### src/rtl/axi_stream_insert_header.sv
// AXI-Stream header inserter: prepends 0..N header bytes to a packet
// and re-packs the stream into full, left-aligned output beats.
module axi_stream_insert_header #(
  parameter int DATA_WD      = 32,
  parameter int DATA_BYTE_WD = DATA_WD / 8,
  parameter int BYTE_CNT_WD  = $clog2(DATA_BYTE_WD) + 1
) (
  input  logic                    clk,
  input  logic                    rst,
  input  logic                    valid_in,
  input  logic [DATA_WD-1:0]      data_in,
  input  logic [DATA_BYTE_WD-1:0] keep_in,
  input  logic                    last_in,
  output logic                    ready_in,
  input  logic                    valid_insert,
  input  logic [DATA_WD-1:0]      data_insert,
  input  logic [DATA_BYTE_WD-1:0] keep_insert,
  output logic                    ready_insert,
  output logic                    valid_out,
  output logic [DATA_WD-1:0]      data_out,
  output logic [DATA_BYTE_WD-1:0] keep_out,
  output logic                    last_out,
  input  logic                    ready_out
);

  typedef enum logic [1:0] {IDLE, STREAM, FLUSH} state_t;

  localparam logic [BYTE_CNT_WD-1:0]  NB       = BYTE_CNT_WD'(DATA_BYTE_WD);
  localparam logic [DATA_BYTE_WD-1:0] KEEP_ALL = '1;

  function automatic logic [BYTE_CNT_WD-1:0] popcnt(
    input logic [DATA_BYTE_WD-1:0] k
  );
    popcnt = '0;
    for (int i = 0; i < DATA_BYTE_WD; i++)
      popcnt = popcnt + BYTE_CNT_WD'(k[i]);
  endfunction

  function automatic logic [DATA_BYTE_WD-1:0] top_keep(
    input logic [BYTE_CNT_WD-1:0] n
  );
    top_keep = ~(KEEP_ALL >> n);
  endfunction

  state_t state, state_nxt;

  logic [DATA_WD-1:0]      carry, carry_nxt;
  logic [BYTE_CNT_WD-1:0]  h, h_nxt;
  logic                    load;
  logic [DATA_WD-1:0]      d_nxt;
  logic [DATA_BYTE_WD-1:0] k_nxt;
  logic                    l_nxt;

  logic                    free, beat, hdr, over;
  logic [DATA_WD-1:0]      din_m, hdr_m, shifted, low_mask, flush_bytes;
  logic [BYTE_CNT_WD-1:0]  k_cnt, nmh, rem;
  logic [BYTE_CNT_WD:0]    sum;

  // Bytes outside keep are forced to zero so unused output bytes are 0
  always_comb begin
    din_m = '0;
    hdr_m = '0;
    for (int i = 0; i < DATA_BYTE_WD; i++) begin
      din_m[i*8 +: 8] = keep_in[i]     ? data_in[i*8 +: 8]     : 8'h00;
      hdr_m[i*8 +: 8] = keep_insert[i] ? data_insert[i*8 +: 8] : 8'h00;
    end
  end

  assign free         = !valid_out || ready_out;
  assign ready_in     = !rst && (state == STREAM) && free;
  assign ready_insert = !rst && (state == IDLE);
  assign beat         = valid_in && ready_in;
  assign hdr          = valid_insert && ready_insert;

  assign k_cnt    = popcnt(keep_in);
  assign sum      = {1'b0, h} + {1'b0, k_cnt};
  assign over     = sum > {1'b0, NB};
  assign rem      = BYTE_CNT_WD'(sum - {1'b0, NB});
  assign nmh      = NB - h;
  assign shifted  = DATA_WD'({carry, din_m} >> {h, 3'b000});
  assign low_mask = ~({DATA_WD{1'b1}} << {h, 3'b000});
  // Overflow bytes are stored already left-aligned for the flush beat
  assign flush_bytes = din_m << {nmh, 3'b000};

  always_comb begin
    state_nxt = state;
    carry_nxt = carry;
    h_nxt     = h;
    load      = 1'b0;
    d_nxt     = data_out;
    k_nxt     = keep_out;
    l_nxt     = last_out;
    unique case (state)
      IDLE: begin
        if (hdr) begin
          carry_nxt = hdr_m;
          h_nxt     = popcnt(keep_insert);
          state_nxt = STREAM;
        end
      end
      STREAM: begin
        if (beat) begin
          load      = 1'b1;
          d_nxt     = shifted;
          k_nxt     = KEEP_ALL;
          l_nxt     = 1'b0;
          carry_nxt = din_m & low_mask;
          if (last_in && over) begin
            carry_nxt = flush_bytes;
            h_nxt     = rem;
            state_nxt = FLUSH;
          end else if (last_in) begin
            k_nxt     = top_keep(sum[BYTE_CNT_WD-1:0]);
            l_nxt     = 1'b1;
            carry_nxt = '0;
            h_nxt     = '0;
            state_nxt = IDLE;
          end
        end
      end
      FLUSH: begin
        if (free) begin
          load      = 1'b1;
          d_nxt     = carry;
          k_nxt     = top_keep(h);
          l_nxt     = 1'b1;
          carry_nxt = '0;
          h_nxt     = '0;
          state_nxt = IDLE;
        end
      end
      default: state_nxt = IDLE;
    endcase
  end

  always_ff @(posedge clk) begin
    if (rst) state <= IDLE;
    else     state <= state_nxt;
  end

  always_ff @(posedge clk) begin
    if (rst) begin
      carry     <= '0;
      h         <= '0;
      valid_out <= 1'b0;
      data_out  <= '0;
      keep_out  <= '0;
      last_out  <= 1'b0;
    end else begin
      carry <= carry_nxt;
      h     <= h_nxt;
      if (load) begin
        valid_out <= 1'b1;
        data_out  <= d_nxt;
        keep_out  <= k_nxt;
        last_out  <= l_nxt;
      end else if (ready_out) begin
        valid_out <= 1'b0;
      end
    end
  end

endmodule

### config.mk
export PLATFORM = sky130hd
export DESIGN_NAME = axi_stream_insert_header
export DESIGN_NICKNAME = d
export VERILOG_FILES = /design/src/rtl/axi_stream_insert_header.sv
export SDC_FILE = /design/constraint.sdc
export NUM_CORES = 1
export LEC_CHECK = 0
export ABC_AREA = 0
export CORE_MARGIN = 4
export CORE_UTILIZATION = 30
export DETAILED_ROUTE_END_ITERATION = 16
export DONT_BUFFER_PORTS = 1
export PLACE_DENSITY = 0.56
export REMOVE_ABC_BUFFERS = 1
export SYNTH_ARGS = -nofsm -noshare
export SYNTH_HDL_FRONTEND = slang
export SYNTH_SLANG_ARGS = --single-unit
export TNS_END_PERCENT = 50
### constraint.sdc
create_clock -name clk -period 7.43 [get_ports clk]
set_input_delay 1.1145 -clock clk [delete_from_list [all_inputs] [get_ports clk]]
set_output_delay 1.1145 -clock clk [all_outputs]
set_load 0.005 [all_outputs]
# --- Word level (Yosys, flattened, before mapping) ---
# Index checks and enable logic that the tools add are counted.
op_classes:
  bitwise: 4
  n_eq_ne: 6
  mux: 44
  n_addsub: 9
  shift: 5
  magnitude_cmp: 1
  reduce_logical: 17
op_table:
  columns: ["cell", "n"]
  rows:
  - ["$mux W32", 7]
  - ["$pmux W32 S3", 1]
  - ["$mux W8", 8]
  - ["$pmux W32 S2", 1]
  - ["$shr A64 B6 Y32", 1]
  - ["$and A32 B32 Y32", 1]
  - ["$not A32 Y32", 1]
  - ["$shl A32 B6 Y32", 1]
  - ["$shl A32 B6 Y32 const A", 1]
  - ["$mux W4", 4]
  - ["$mux W3", 5]
  - ["$reduce_and A4 Y1", 3]
  - ["$mux W2", 5]
  - ["$pmux W3 S3", 1]
  - ["$mux W1", 8]
  - ["$not A4 Y4", 2]
  - ["$pmux W4 S2", 1]
  - ["$shr A4 B3 Y4 const A", 2]
  - ["$add A2 B1 Y3", 2]
  - ["$add A3 B1 Y3", 2]
  - ["$logic_and A1 B1 Y1", 6]
  - ["$ne A2 B2 Y1 const B", 3]
  - ["$pmux W2 S3", 1]
  - ["$reduce_and A5 Y1", 1]
  - ["14 further kinds", 18]
totals:
  register_bits: 75
  wordCells: 93
  out_inout_bits: 40
  in_bits: 78

# --- Longest topological paths before layout ---
depth:
  word_depth: 10
  ltp_mapped: 11
  mapped_depth_nobuf: 9

# --- Worst setup path before layout ---
# Ideal clock, no wire load.
synth_path:
  path_kind: "input port to flip-flop"
  startpoint: "in keep_in[0]"
  endpoint: "reg carry[10]"
  path_stages: 9
  path_buffers: 0
  arrival_time_ns: 3.668
  t_required_ns: 7.339
  setup_slack_ns: 3.671
  setup_time_ns: 0.091
  path_cell_list: "fa_1 inv_1 fa_1 fa_1 xnor2_4 nand3_4 a211oi_4 or2b_1 a311oi_1"
synth_via:
  elab_chain_len: 9
  word_cells_on_any_way: 11
  classes_between: "4 x add/sub; 1 x order compare; 1 x shift; 4 x mux; 1 x reduce/logical"
synth_lines:
  columns: ["element", "line", "source"]
  rows:
  - ["start: declaration", "12", "input logic [DATA_BYTE_WD-1:0] keep_in,"]
  - ["$add A1 B1 Y2", "36", "popcnt = popcnt + BYTE_CNT_WD'(k[i]);"]
  - ["$add A2 B1 Y3", "36", null]
  - ["$add A3 B1 Y3", "36", null]
  - ["$add A3 B3 Y4", "76", "assign sum = {1'b0, h} + {1'b0, k_cnt};"]
  - ["$gt A4 B3 Y1", "77", "assign over = sum > {1'b0, NB};"]
  - ["$logic_and A1 B1 Y1", "108", "if (last_in && over) begin"]
  - ["$mux W32 (*)", "108", null]
  - ["$mux W32 (*)", "102", "if (beat) begin"]
  - ["$pmux W32 S3 (*)", "93", "unique case (state)"]
  - ["end signal: assignment", "150", "carry <= carry_nxt;"]
  - ["end: declaration", "47", "logic [DATA_WD-1:0] carry, carry_nxt;"]
# Every way passes the cells marked *; elsewhere a longest branch is shown, timed or not. The select of a mux whose other input is x is not followed.
# A chain may end at the register's enable or synchronous reset.

# --- Final worst setup path ---
layout_path:
  startpoint: "in keep_in[0]"
  endpoint: "reg carry[18]"
# Same word-level chain as after synthesis.

==> results.yml <==
power_and_ir_drop:
  pwr-share-comb_pct: 55.0
  total_power_mw: 2.426
  intPower_mw: 1.236
  peakVddDrop_mv: 0.1590
  switchingPower_mw: 1.190
  p_clk_share_pct: 19.2
  p_seq_share_pct: 25.7
  sw_frac_of_total_pct: 49.06
  p_per_area_nw_per_um2: 397.3
  leakagePower_nw: 1.981
clock_network:
  postCtsSetupBuffers: 0
  path_clk_slew_ns: 0.06
  cts_buffers: 9
  postCtsResizedCells: 0
  h-tree-depth: 3
  insertion_delay_ns: 0.36
  numClockSinks: 75
  cts_root_buffer: "clkbuf_16"
  clockBufferDepth: 2
  cts_tree: "done"
  postCtsHoldBufs: 0
synth:
  ys_warn_count: 0
  ys_ff_latch: 75
  netlist_instances: 715
  synth_edf_count: 0
  synth-async-reset-ratio_pct: 0
  synth_top_cell_by_area: "dfxtp_1"
  synthTopCellsByArea: "dfxtp_1 26%, a21oi_1 5.6%, a211oi_1 4.3%"
  syn_area_um2: 5742
  synth_top_area_share_pct: 26.15
  ys_seq_area_share_pct: 26.15
  yosysUniqueCellTypes: 67
  syn_avg_cell_area_um2: 8.030
  ys.flop_type: "dfxtp_1"
timing:
  setup_ws_ns: 3.529
  slew_violations: 0
  rsz0062_at_grt: "no"
  hold_viol_final: 0
  post-route-period-util_pct: 52.51
  tightest_slew_ns: 1.148
  post-route-min-period_ns: 3.901
  max-slew-margin-rel_pct: 23.37
  finalSetupViolCount: 0
  max_freq_mhz: 256.3
  fin_setup_tns_ns: 0
  fin_skew_ns: 0.008194
layout:
  final_nets: 759
  insertedDiodeCount: 0
  finalCoreUtilization_pct: 32.53
  final_area_um2: 6106
  area_delta_synth_final_pct: 6.341
  drive_gt1_share_pct: 8.333
die:
  die_h_um: 146.3
  rows: 50
  initial_core_util_pct: 30.59
  die_area_um2: 21420
  core_um2: 18770
  top_level_ports: 118
  die_x_um: 146.3
worst_hold_path:
  hold_class: "flip-flop to flip-flop"
global_route:
  grt_pass1_wl_um: 35540
  grt_max_degree: 93
  grt_overflow_total: 0
  antenna_found_initial: 2
  grt_pass1_vias: 5769
  track_usage_pct: 21.18
flow_run:
  max-cap-violations: 0
worst_setup_path:
  critical_path_required_ns: 7.70
  critPathKind: "input port to flip-flop"
  path_max_fanout: 15
  endpoint_kind: "flip-flop"
  worstSetupStartpointType: "input port"
  crit_arrival_ns: 4.17
detailed_routing:
  avgRoutedWirePerCell_um: 25.69
  first_iter_violations: 794
  vias_per_cell: 6.585
  wl_um: 23280
  dr_wl_met3_um: 2512
  dr_wl_met2_um: 10340
  drt_first_pass_iters: 6
  top_layer: "met5"
  vias: 5966
  route.antenna.remaining_nets: 0
  wl_met1_um: 9537
  drc_errors: 0
placement:
  gp_congestion: 0.8667
  dp_slack_ns: 3.144
  placed_area_um2: 5802
  io_buffer_count: 0
  dpl.hpwl_um: 15440
status:
  status: "finished clean"
==> power groups by stage <==
| stage | Sequential, mW | Combinational [mW] | Clock [mW] |
|---|---|---|---|
| 3_5_place_dp | 0.630 | 1.30 | 0 |
| 6_report | 0.625 | 1.34 | 0.466 |
| 4_1_cts | 0.622 | 1.30 | 0.471 |
| 3_3_place_gp | 0.631 | 1.29 | 0 |
| 2_1_floorplan | 0.658 | 0.885 | 0 |
| 5_1_grt | 0.640 | 1.46 | 0.487 |
==> metrics by stage <==
| step | hold slack, ns | cells |
|---|---|---|
| after floorplan | 0.4422 | 643 |
| after global placement | 0.4639 | 890 |
| after detailed placement | 0.4697 | 890 |
| after CTS | 0.4770 | 906 |
| after global routing | 0.4995 | 906 |
| final | 0.4749 | 906 |
==> area by class of cell <==
class                   instances  area (µm²)
clock buffers                  10       239.0
clock inverters                 6       65.06
fillers                      2021       12660
inverters                      21       78.83
multi-input cells             547        3830
flip-flops and latches         75        1503
well taps                     234       292.8
repair buffers                 13       97.59
==> cells in the mapped netlist, drive strengths merged, types with 13 or more instances <==
| library cell | instances |
|---|---|
| a211oi | 34 |
| a21oi | 65 |
| a222oi | 13 |
| a22oi | 29 |
| a311oi | 20 |
| a32oi | 22 |
| buf | 38 |
| clkbuf | 34 |
| dfxtp | 75 |
| inv | 21 |
| mux2i | 16 |
| nand2 | 36 |
| nand3 | 29 |
| nand3b | 14 |
| nor2 | 64 |
| nor2b | 14 |
| o21ai | 28 |
==> flip-flops by register name, summed over array words and instances (netlist names) <==
signal and cells:
carry 32, data_out 32, keep_out 4, h 3, state 2, last_out 1
valid_out 1
==> cell usage in the layout (no fill, tap or decap), types with 20 or more instances in the layout <==
cell type   n
a32oi_1    22
a211oi_1   33
inv_1      21
a22oi_1    29
o21ai_0    28
nand2_1    35
nand3_1    28
dfxtp_1    74
a311oi_1   20
a21oi_1    64
nor2_1     64
==> critical path, stage by stage <==
cell and delay, ns:
fa_1 0.51, inv_1 0.05, fa_1 0.40, fa_1 0.53, xnor2_4 0.21, nand3_4 0.12
a21oi_2 0.78, a222oi_1 0.17, a211oi_1 0.28
==> cells by family (layout without fill, tap and decap cells) <==
kind of cell             count (synthesis)  after routing  synth area share, %
AO/OA/AOI/OAI                          305            305                38.79
XOR/XNOR                                 1              1               0.4795
adder cells (fa/ha/maj)                 14             14                3.574
buffers and inverters                   93             50                7.344
flip-flops                              75             75                26.15
multiplexers                            26             26                5.143
AND/OR/NAND/NOR                        201            201                18.52
==> per-layer routing <==
| layer | GRT usage [%] | vias up |
|---|---|---|
| li1 | - | 2712 |
| met1 | 26.89 | 2894 |
| met2 | 32.55 | 296 |
| met3 | 6.642 | 60 |
| met4 | 10.40 | 4 |
| met5 | 0 | - |
==> worst paths after layout <==
path / from / to / slack (ns) / depth (start not counted)
max reg2reg: h[0]$_SDFFE_PP0P_ / carry[18]$_SDFFE_PP0P_ / 4.29 / 8
min: data_out[8]$_SDFFE_PP0P_ / data_out[8]$_SDFFE_PP0P_ / 0.47 / 2
min reg2reg: data_out[8]$_SDFFE_PP0P_ / data_out[8]$_SDFFE_PP0P_ / 0.47 / 2
max: keep_in[0] / carry[18]$_SDFFE_PP0P_ / 3.53 / 9
(Power assumes the default switching activity.)
